<file path="src/rtl/wavetable_interp_ctrl_if.sv">
// Phase-request, wavetable-read and sample-output signals of the wavetable
// interpolation controller, bundled so the controller and its environment share one port.
interface wavetable_interp_ctrl_if #(
    parameter int INPUT_BITS      = 16,
    parameter int RATIO_FRAC_BITS = 8,
    parameter int ADDR_BITS       = 8
);
    logic                                 in_valid;
    logic                                 in_ready;
    logic [ADDR_BITS+RATIO_FRAC_BITS-1:0] in_phase;
    logic                                 mem_rd;
    logic [ADDR_BITS-1:0]                 mem_addr;
    logic [INPUT_BITS-1:0]                mem_rdata;
    logic                                 out_valid;
    logic                                 out_ready;
    logic [INPUT_BITS-1:0]                out_sample;
    logic                                 busy;

    modport slave (
        input  in_valid, in_phase, mem_rdata, out_ready,
        output in_ready, mem_rd, mem_addr, out_valid, out_sample, busy
    );

    modport master (
        output in_valid, in_phase, mem_rdata, out_ready,
        input  in_ready, mem_rd, mem_addr, out_valid, out_sample, busy
    );
endinterface

</file>
<file path="src/rtl/wavetable_interp_ctrl.sv">
// Reads two adjacent wavetable samples for a phase request and emits their linear
// interpolation, one request at a time (accept -> read lo -> read hi -> compute -> hold).
module wavetable_interp_ctrl #(
    parameter int INPUT_BITS      = 16,
    parameter int RATIO_FRAC_BITS = 8,
    parameter int ADDR_BITS       = 8
) (
    input  logic                   clk,
    input  logic                   rst_n,
    wavetable_interp_ctrl_if.slave bus
);
    localparam logic [2:0] IDLE  = 3'd0;
    localparam logic [2:0] RD_LO = 3'd1;
    localparam logic [2:0] RD_HI = 3'd2;
    localparam logic [2:0] CAPT  = 3'd3;
    localparam logic [2:0] OUT   = 3'd4;

    logic [2:0]                 state_reg, state_next;
    logic [ADDR_BITS-1:0]       idx_reg;
    logic [ADDR_BITS-1:0]       idx_plus1;
    logic [RATIO_FRAC_BITS-1:0] ratio_reg;
    logic [INPUT_BITS-1:0]      lo_reg;
    logic [INPUT_BITS-1:0]      sample_reg;
    logic [INPUT_BITS-1:0]      lerp_next;
    logic                       ready_en_reg;
    logic                       accept;

    logic signed [INPUT_BITS:0]                 diff;
    logic signed [INPUT_BITS+RATIO_FRAC_BITS:0] diff_ext;
    logic signed [INPUT_BITS+RATIO_FRAC_BITS:0] ratio_ext;
    logic signed [INPUT_BITS+RATIO_FRAC_BITS:0] prod;

    // ready_en_reg keeps in_ready low until the first edge after reset release
    assign bus.in_ready   = (state_reg == IDLE) && ready_en_reg;
    assign bus.out_valid  = (state_reg == OUT);
    assign bus.busy       = (state_reg != IDLE);
    assign bus.out_sample = sample_reg;
    assign accept         = bus.in_valid && bus.in_ready;
    assign idx_plus1      = idx_reg + {{(ADDR_BITS-1){1'b0}}, 1'b1};

    // hi arrives on mem_rdata during CAPT; the product width holds |d|*ratio exactly
    always_comb begin
        diff      = $signed({1'b0, bus.mem_rdata}) - $signed({1'b0, lo_reg});
        diff_ext  = {{RATIO_FRAC_BITS{diff[INPUT_BITS]}}, diff};
        ratio_ext = {{(INPUT_BITS+1){1'b0}}, ratio_reg};
        prod      = diff_ext * ratio_ext;
        lerp_next = INPUT_BITS'(prod >>> RATIO_FRAC_BITS) + lo_reg;
    end

    always_comb begin
        bus.mem_rd   = 1'b0;
        bus.mem_addr = '0;
        case (state_reg)
            RD_LO: begin
                bus.mem_rd   = 1'b1;
                bus.mem_addr = idx_reg;
            end
            RD_HI: begin
                bus.mem_rd   = 1'b1;
                bus.mem_addr = idx_plus1;
            end
            default: ;
        endcase
    end

    always_comb begin
        state_next = state_reg;
        case (state_reg)
            IDLE:    if (accept) state_next = RD_LO;
            RD_LO:   state_next = RD_HI;
            RD_HI:   state_next = CAPT;
            CAPT:    state_next = OUT;
            OUT:     if (bus.out_ready) state_next = IDLE;
            default: state_next = IDLE;
        endcase
    end

    always_ff @(posedge clk or negedge rst_n) begin
        if (!rst_n) begin
            state_reg    <= IDLE;
            idx_reg      <= '0;
            ratio_reg    <= '0;
            lo_reg       <= '0;
            sample_reg   <= '0;
            ready_en_reg <= 1'b0;
        end else begin
            ready_en_reg <= 1'b1;
            state_reg    <= state_next;
            if (accept) begin
                idx_reg   <= bus.in_phase[ADDR_BITS+RATIO_FRAC_BITS-1:RATIO_FRAC_BITS];
                ratio_reg <= bus.in_phase[RATIO_FRAC_BITS-1:0];
            end
            if (state_reg == RD_HI) lo_reg <= bus.mem_rdata;
            if (state_reg == CAPT) sample_reg <= lerp_next;
        end
    end
endmodule

</file>
<file path="src/flat_wrapper.sv">
// flat-port wrapper written by rule: the top's interface ports become plain ports
module wavetable_interp_ctrl_flat 
#(
    parameter int INPUT_BITS      = 16,
    parameter int RATIO_FRAC_BITS = 8,
    parameter int ADDR_BITS       = 8
)
  (clk, rst_n, bus_in_valid, bus_in_phase, bus_mem_rdata, bus_out_ready, bus_in_ready, bus_mem_rd, bus_mem_addr, bus_out_valid, bus_out_sample, bus_busy);
  wavetable_interp_ctrl_if #(.INPUT_BITS(INPUT_BITS), .RATIO_FRAC_BITS(RATIO_FRAC_BITS), .ADDR_BITS(ADDR_BITS)) bus_i ();
  input  logic clk;
  input  logic rst_n;
  input wire logic [$bits(bus_i.in_valid)-1:0] bus_in_valid;
  input wire logic [$bits(bus_i.in_phase)-1:0] bus_in_phase;
  input wire logic [$bits(bus_i.mem_rdata)-1:0] bus_mem_rdata;
  input wire logic [$bits(bus_i.out_ready)-1:0] bus_out_ready;
  output wire logic [$bits(bus_i.in_ready)-1:0] bus_in_ready;
  output wire logic [$bits(bus_i.mem_rd)-1:0] bus_mem_rd;
  output wire logic [$bits(bus_i.mem_addr)-1:0] bus_mem_addr;
  output wire logic [$bits(bus_i.out_valid)-1:0] bus_out_valid;
  output wire logic [$bits(bus_i.out_sample)-1:0] bus_out_sample;
  output wire logic [$bits(bus_i.busy)-1:0] bus_busy;
  assign bus_i.in_valid = bus_in_valid;
  assign bus_i.in_phase = bus_in_phase;
  assign bus_i.mem_rdata = bus_mem_rdata;
  assign bus_i.out_ready = bus_out_ready;
  assign bus_in_ready = bus_i.in_ready;
  assign bus_mem_rd = bus_i.mem_rd;
  assign bus_mem_addr = bus_i.mem_addr;
  assign bus_out_valid = bus_i.out_valid;
  assign bus_out_sample = bus_i.out_sample;
  assign bus_busy = bus_i.busy;
  wavetable_interp_ctrl #(.INPUT_BITS(INPUT_BITS), .RATIO_FRAC_BITS(RATIO_FRAC_BITS), .ADDR_BITS(ADDR_BITS)) u_core (.clk(clk), .rst_n(rst_n), .bus(bus_i));
endmodule
</file>
<file path="config.mk">
export PLATFORM = sky130hd
export DESIGN_NAME = wavetable_interp_ctrl_flat
export DESIGN_NICKNAME = d
export VERILOG_FILES = /design/src/rtl/wavetable_interp_ctrl_if.sv /design/src/rtl/wavetable_interp_ctrl.sv /design/src/flat_wrapper.sv
export SDC_FILE = /design/constraint.sdc
export NUM_CORES = 1
export LEC_CHECK = 0
export CAP_MARGIN = 20
export CORE_ASPECT_RATIO = 1.5
export CORE_MARGIN = 2
export CORE_UTILIZATION = 40
export CTS_CLUSTER_SIZE = 12
export DETAILED_ROUTE_END_ITERATION = 6
export SYNTH_ARGS = -nofsm -noshare
export SYNTH_HDL_FRONTEND = slang
export SYNTH_SLANG_ARGS = --single-unit
</file>
<file path="constraint.sdc">
create_clock -name clk -period 12.25 [get_ports clk]
set_input_delay 1.8375 -clock clk [delete_from_list [all_inputs] [get_ports clk]]
set_output_delay 1.8375 -clock clk [all_outputs]
set_load 0.02 [all_outputs]
</file>
# --- Word level (Yosys, flattened, before mapping) ---
# Cells that the tools add are included.
totals:
  ff_bits: 52
  latch_bits: 0
  ramBits: 0
  rom_bits: 0
  wordCells: 27
  memories: 0
classes:
  addsub: 3
  n_mul: 1
  div: 0
  magnitude_cmp: 0
  n_eq_ne: 6
  shifts: 0
  muxes: 5
  n_bitwise: 0
  n_reduce_logical: 6
ops:
  columns: ["op", "count"]
  rows:
  - ["$mul A17 B9 Y24", 1]
  - ["$sub A16 B16 Y17", 1]
  - ["$add A16 B16 Y16", 1]
  - ["$pmux W8 S2", 1]
  - ["$pmux W3 S5", 1]
  - ["$add A8 B1 Y8 const B", 1]
  - ["$eq A3 B2 Y1 const B", 2]
  - ["$mux W3", 2]
  - ["$eq A3 B1 Y1 const B", 1]
  - ["$eq A3 B3 Y1 const B", 1]
  - ["$logic_not A3 Y1", 1]
  - ["$reduce_bool A3 Y1", 1]
  - ["$logic_and A1 B1 Y1", 2]
  - ["$ne A2 B1 Y1 const B", 1]
  - ["$ne A2 B2 Y1 const B", 1]
  - ["$reduce_and A2 Y1", 1]
  - ["$reduce_or A2 Y1", 1]
  - ["$mux W1", 1]

# --- Logic depth before layout (Yosys ltp) ---
depth:
  depth_word: 5
  mapped_depth: 35
  ltp_nobuf: 35

# --- Worst setup path after synthesis ---
# No wires, ideal clock.
synth_timing:
  path_type: "input-to-reg"
  startpoint: "input port bus_mem_rdata[0]"
  endpoint: "register u_core.sample_reg[14], in the netlist u_core.bus.out_sample[14]"
  setup_ps: 95
  t_arrival_ps: 8853
  required_ps: 12155
  path_slack_ps: 3301
  stages: 33
  path_buffers: 0
  cell_sequence: "inv_1 ha_1 fa_1 nand2b_1 a21oi_1 nor3_1 o21bai_1 a21oi_1 xnor2_1 nand2_1 fa_1 inv_1 fa_1 fa_1 inv_1 fa_1 inv_1 ha_1 or4_1 a41o_1 a21oi_2 nor2b_1 o21a_1 nor2_1 xnor2_1 ha_1 inv_1 o21bai_1 a2111o_1 a31oi_2 a211oi_1 o21a_1 o31ai_1"
synth_between:
  elab_chain_len: 3
synth_lines:
  columns: ["element", "line", "text"]
  rows:
  - ["start: declaration", "flat_wrapper.sv:14", "input wire logic [$bits(bus_i.mem_rdata)-1:0] bus_mem_rdata;"]
  - ["$sub A16 B16 Y17", "wavetable_interp_ctrl.sv:43", "diff = $signed({1'b0, bus.mem_rdata}) - $signed({1'b0, lo_reg});"]
  - ["$mul A17 B9 Y24", "wavetable_interp_ctrl.sv:46", "prod = diff_ext * ratio_ext;"]
  - ["$add A16 B16 Y16", "wavetable_interp_ctrl.sv:47", "lerp_next = INPUT_BITS'(prod >>> RATIO_FRAC_BITS) + lo_reg;"]
  - ["end signal: assignment", "wavetable_interp_ctrl.sv:94", "if (state_reg == CAPT) sample_reg <= lerp_next;"]
  - ["end: declaration", "wavetable_interp_ctrl.sv:23", "logic [INPUT_BITS-1:0] sample_reg;"]
# Every way passes these cells.
# A chain may end at the register's enable or synchronous reset.

# --- Final worst setup path ---
layout_timing:
  startpoint: "input port bus_mem_rdata[0]"
  endpoint: "register u_core.sample_reg[15], in the netlist u_core.bus.out_sample[15]"
# The elaborated chain is that of the path after synthesis.

==> summary.md <==
| Metric | Value |
|---|---|
| Synthesized net count | 1143 |
| Max-slew violation count | 0 |
| Horizontal die dimension | 120 um |
| Number of nets in the finished design | 1195 |
| Most common cell after layout, fill and taps aside | inv_1 |
| Reg2Reg Capture Point | u_core.bus.out_sample[15] |
| R2r worst-path depth | 32 |
| Number of buffers added by the clock tree synthesis step | 5 |
| Sort of element at the start of the critical path | input pin |
| Final critical path time including I/O delays and setup | 10.06 ns |
| Most used cells in the layout excluding fill and tap cells | 179 x inv_1, 121 x nand2_1, 104 x fa_1, 76 x ha_1, 62 x clkdlybuf4s50_1 |
| Initial antenna violation count | 0 |
| DR DRC count | 0 |
| Average cell area after synthesis | 8.72 um2 |
| CTS H-Tree Depth | 2 |
| Final period utilization | 0.822 |
| Worst EP arrival | 10.26 ns |
| Kind of cell with the highest combined delay on the critical path | adder cells |
| Number of enable-type register cells in the synthesized netlist | 0 |
| Critical Path Most Common Cell | fa_1 |
| Area delta synth->final | 13.2% |
| Proportion of synthesized flip-flops having asynchronous set or reset | 1.00 |
| Post-synthesis instance area | 8080 um2 |
| Hold path depth | 2 |
| Total number of clock tree sinks | 52 |
| Average wire length per cell after detail routing | 15.3 um |
| GR Layer Usage met1 | 0.242 |
| Number of setup buffers added after CTS | 0 |
| Die Y-Extent | 178 um |
| Clock Tree Buf Depth | 2 |
| Most utilized layer in the global route result | met2 |
| Critical path type | in -> reg |
| Total via count in the routed design | 6261 |
| Post-detailed-routing wire length | 19000 um |
| GR Util met2 | 0.357 |
| Global Route Usage Sum | 0.192 |
| ANT cells | 0 |
| Detailed Routing Iterations Pass 1 | 4 |
| Number of buffers inserted for hold repair after clock tree synthesis | 0 |
| Global placer's final weighted congestion | 0.857 |
| Total negative slack | 0 ns |
| Worst reg2reg path startpoint | u_core.lo_reg[0] |
| I/O pins | 64 |
| Count of routing violations after the opening detailed-route iteration | 188 |
| Setup crit end kind | register |
| Synth Instances | 927 |
| Clock skew after layout | 0.0131 ns |
| Worst min path class | reg -> reg |
| Row Count | 63 |
| Maximum cell stage delay along the critical path | 0.56 ns |
| Run status | completed |
| Transition time of the tightest slew-check pin | 0.988 ns |
| Pin count of the biggest net entering global routing | 53 |
| Overflow left after global routing | 0 |
| First-pass GRT wire length | 32900 um |
| Worst Path Buf+Inv | 5 |
| Register area | 1300 um2 |
| Yosys warnings | 0 |
| Std-Cell Core Area | 19800 um2 |
| Hold path endpoint | u_core.bus.out_sample[14] |
| Share of cells above drive strength 1 | 0.0500 |
| Max FO, Critical Path | 8 |
| Filler instances | 1925 |
| Count of maximum capacitance violations | 0 |
| Remaining antenna violation count | 0 |
| Setup repair after global routing missed its margin | false |
| Half-perimeter wire length after placement | 15500 um |
| Initial cell density of the core | 0.408 |
| Final-report setup violation count | 0 |
| Start point of the worst min-delay path | u_core.bus.out_sample[14] |
| Proportion of synthesized chip area in sequential cells | 0.161 |
| Maximum clock rate | 0.0994 GHz |
| Clock tree from TritonCTS | built |
| Worst path slowest cell | xnor2_1 |
| Skew-Pair Late Insertion Delay | 0.30 ns |
| Die ar. | 21400 um2 |
| Seq cells post-synth | 52 |
| Clock slew at the register clock pins of the worst setup and hold paths | 0.07 ns |
| Most frequently used flop master after synthesis | dfrtp_1 |
| Root buf cell | clkbuf_16 |
| Via count of the first global-routing pass | 6695 |
| Area taken by multi-input logic gates | 6030 um2 |
| Final hold violation count | 0 |
| CP Data Required Time | 12.45 ns |
| Port Buffer Count | 63 |
| Vias per Instance | 5.05 |
| Launch point of the critical path | bus_mem_rdata[0] |
| CTS-repair resized insts | 0 |
| Worst relative slew slack | 0.340 |
| GR Layer Usage met3 | 0.0163 |
| Synth cell types | 62 |
| R2R setup slack | 3.81 ns |
==> cell type report <==
class,count,area share
Tap cell,260,0.0356
Multi-Input combinational cell,674,0.659
Sequential cell,52,0.142
Inverter,180,0.0739
Clock inverter,2,0.00424
Clock buffer,6,0.0141
Timing Repair Buffer,66,0.0709
==> layer usage <==
metal / routed length [um] / up-vias
li1: - / 3065
met4: 270 / 0
met1: 8300 / 3073
met2: 9980 / 97
met5: 0 / -
met3: 487 / 26
==> worst reg2reg max path, delay by kind of cell, from the launching register on <==
family	cells	cell delay [ns]
buf+inv	3	0.15
xor+xnor	2	0.74
fa+ha+maj	8	3.27
flops	1	0.41
compound gates	12	2.56
simple gates	7	1.22
==> how the worst max path moves through the flow <==
stage	endpoint	slack (ns)	cells past startpoint
final	u_core.bus.out_sample[15]	2.19	34
after global routing	u_core.bus.out_sample[15]	1.68	32
after CTS	u_core.bus.out_sample[14]	2.14	34
after detailed placement	u_core.bus.out_sample[14]	1.85	34
after global placement	u_core.bus.out_sample[14]	1.92	34
after floorplan	u_core.bus.out_sample[14]	3.30	33
==> synth_stat cells (3+ instances only) <==
| cell | instances | area share |
|---|---|---|
| and3_1 | 9 | 0.0070 |
| nand3_1 | 19 | 0.012 |
| nor3_1 | 12 | 0.0074 |
| a21o_1 | 7 | 0.0065 |
| a21oi_2 | 4 | 0.0043 |
| o211ai_1 | 4 | 0.0037 |
| o21ai_1 | 15 | 0.0093 |
| nand2b_1 | 15 | 0.012 |
| mux2_2 | 18 | 0.025 |
| a211oi_1 | 5 | 0.0046 |
| inv_1 | 179 | 0.083 |
| o31a_1 | 8 | 0.0087 |
| o21ai_0 | 40 | 0.025 |
| o31ai_1 | 11 | 0.010 |
| dfrtp_1 | 52 | 0.16 |
| o21bai_1 | 5 | 0.0046 |
| o21a_1 | 11 | 0.010 |
| a21oi_1 | 21 | 0.013 |
| nor3b_1 | 3 | 0.0028 |
| and2_1 | 38 | 0.029 |
| nor2b_1 | 15 | 0.012 |
| ha_1 | 76 | 0.12 |
| nand2_1 | 121 | 0.056 |
| xor2_1 | 12 | 0.013 |
| nor2_1 | 29 | 0.013 |
| xnor2_1 | 30 | 0.033 |
| fa_1 | 104 | 0.26 |
| clkbuf_1 | 21 | 0.0098 |
==> kinds of logic after synthesis <==
group | count (synthesis) | share of synthesized area
other cells | 1 | 0.000464
xor+xnor | 42 | 0.0455
simple gates | 279 | 0.171
fa+ha+maj | 180 | 0.375
compound gates | 154 | 0.128
flops | 52 | 0.161
buf+inv | 201 | 0.0934
mux | 18 | 0.0251
==> per-stage QoR <==
stage | instances | util | area, um2 | hold WS (ns) | worst slack (ns)
after floorplan | 927 | - | 8080 | 0.482 | 3.30
after global placement | 1232 | 0.454 | 8980 | 0.467 | 1.92
after detailed placement | 1232 | 0.454 | 8980 | 0.470 | 1.85
after CTS | 1240 | 0.462 | 9150 | 0.497 | 2.14
final | 1240 | 0.462 | 9150 | 0.493 | 2.19
after global routing | 1240 | 0.462 | 9150 | 0.523 | 1.68
Power is not shown: default switching activity piles up to over one toggle a cycle in this logic, so the estimate is an artifact.
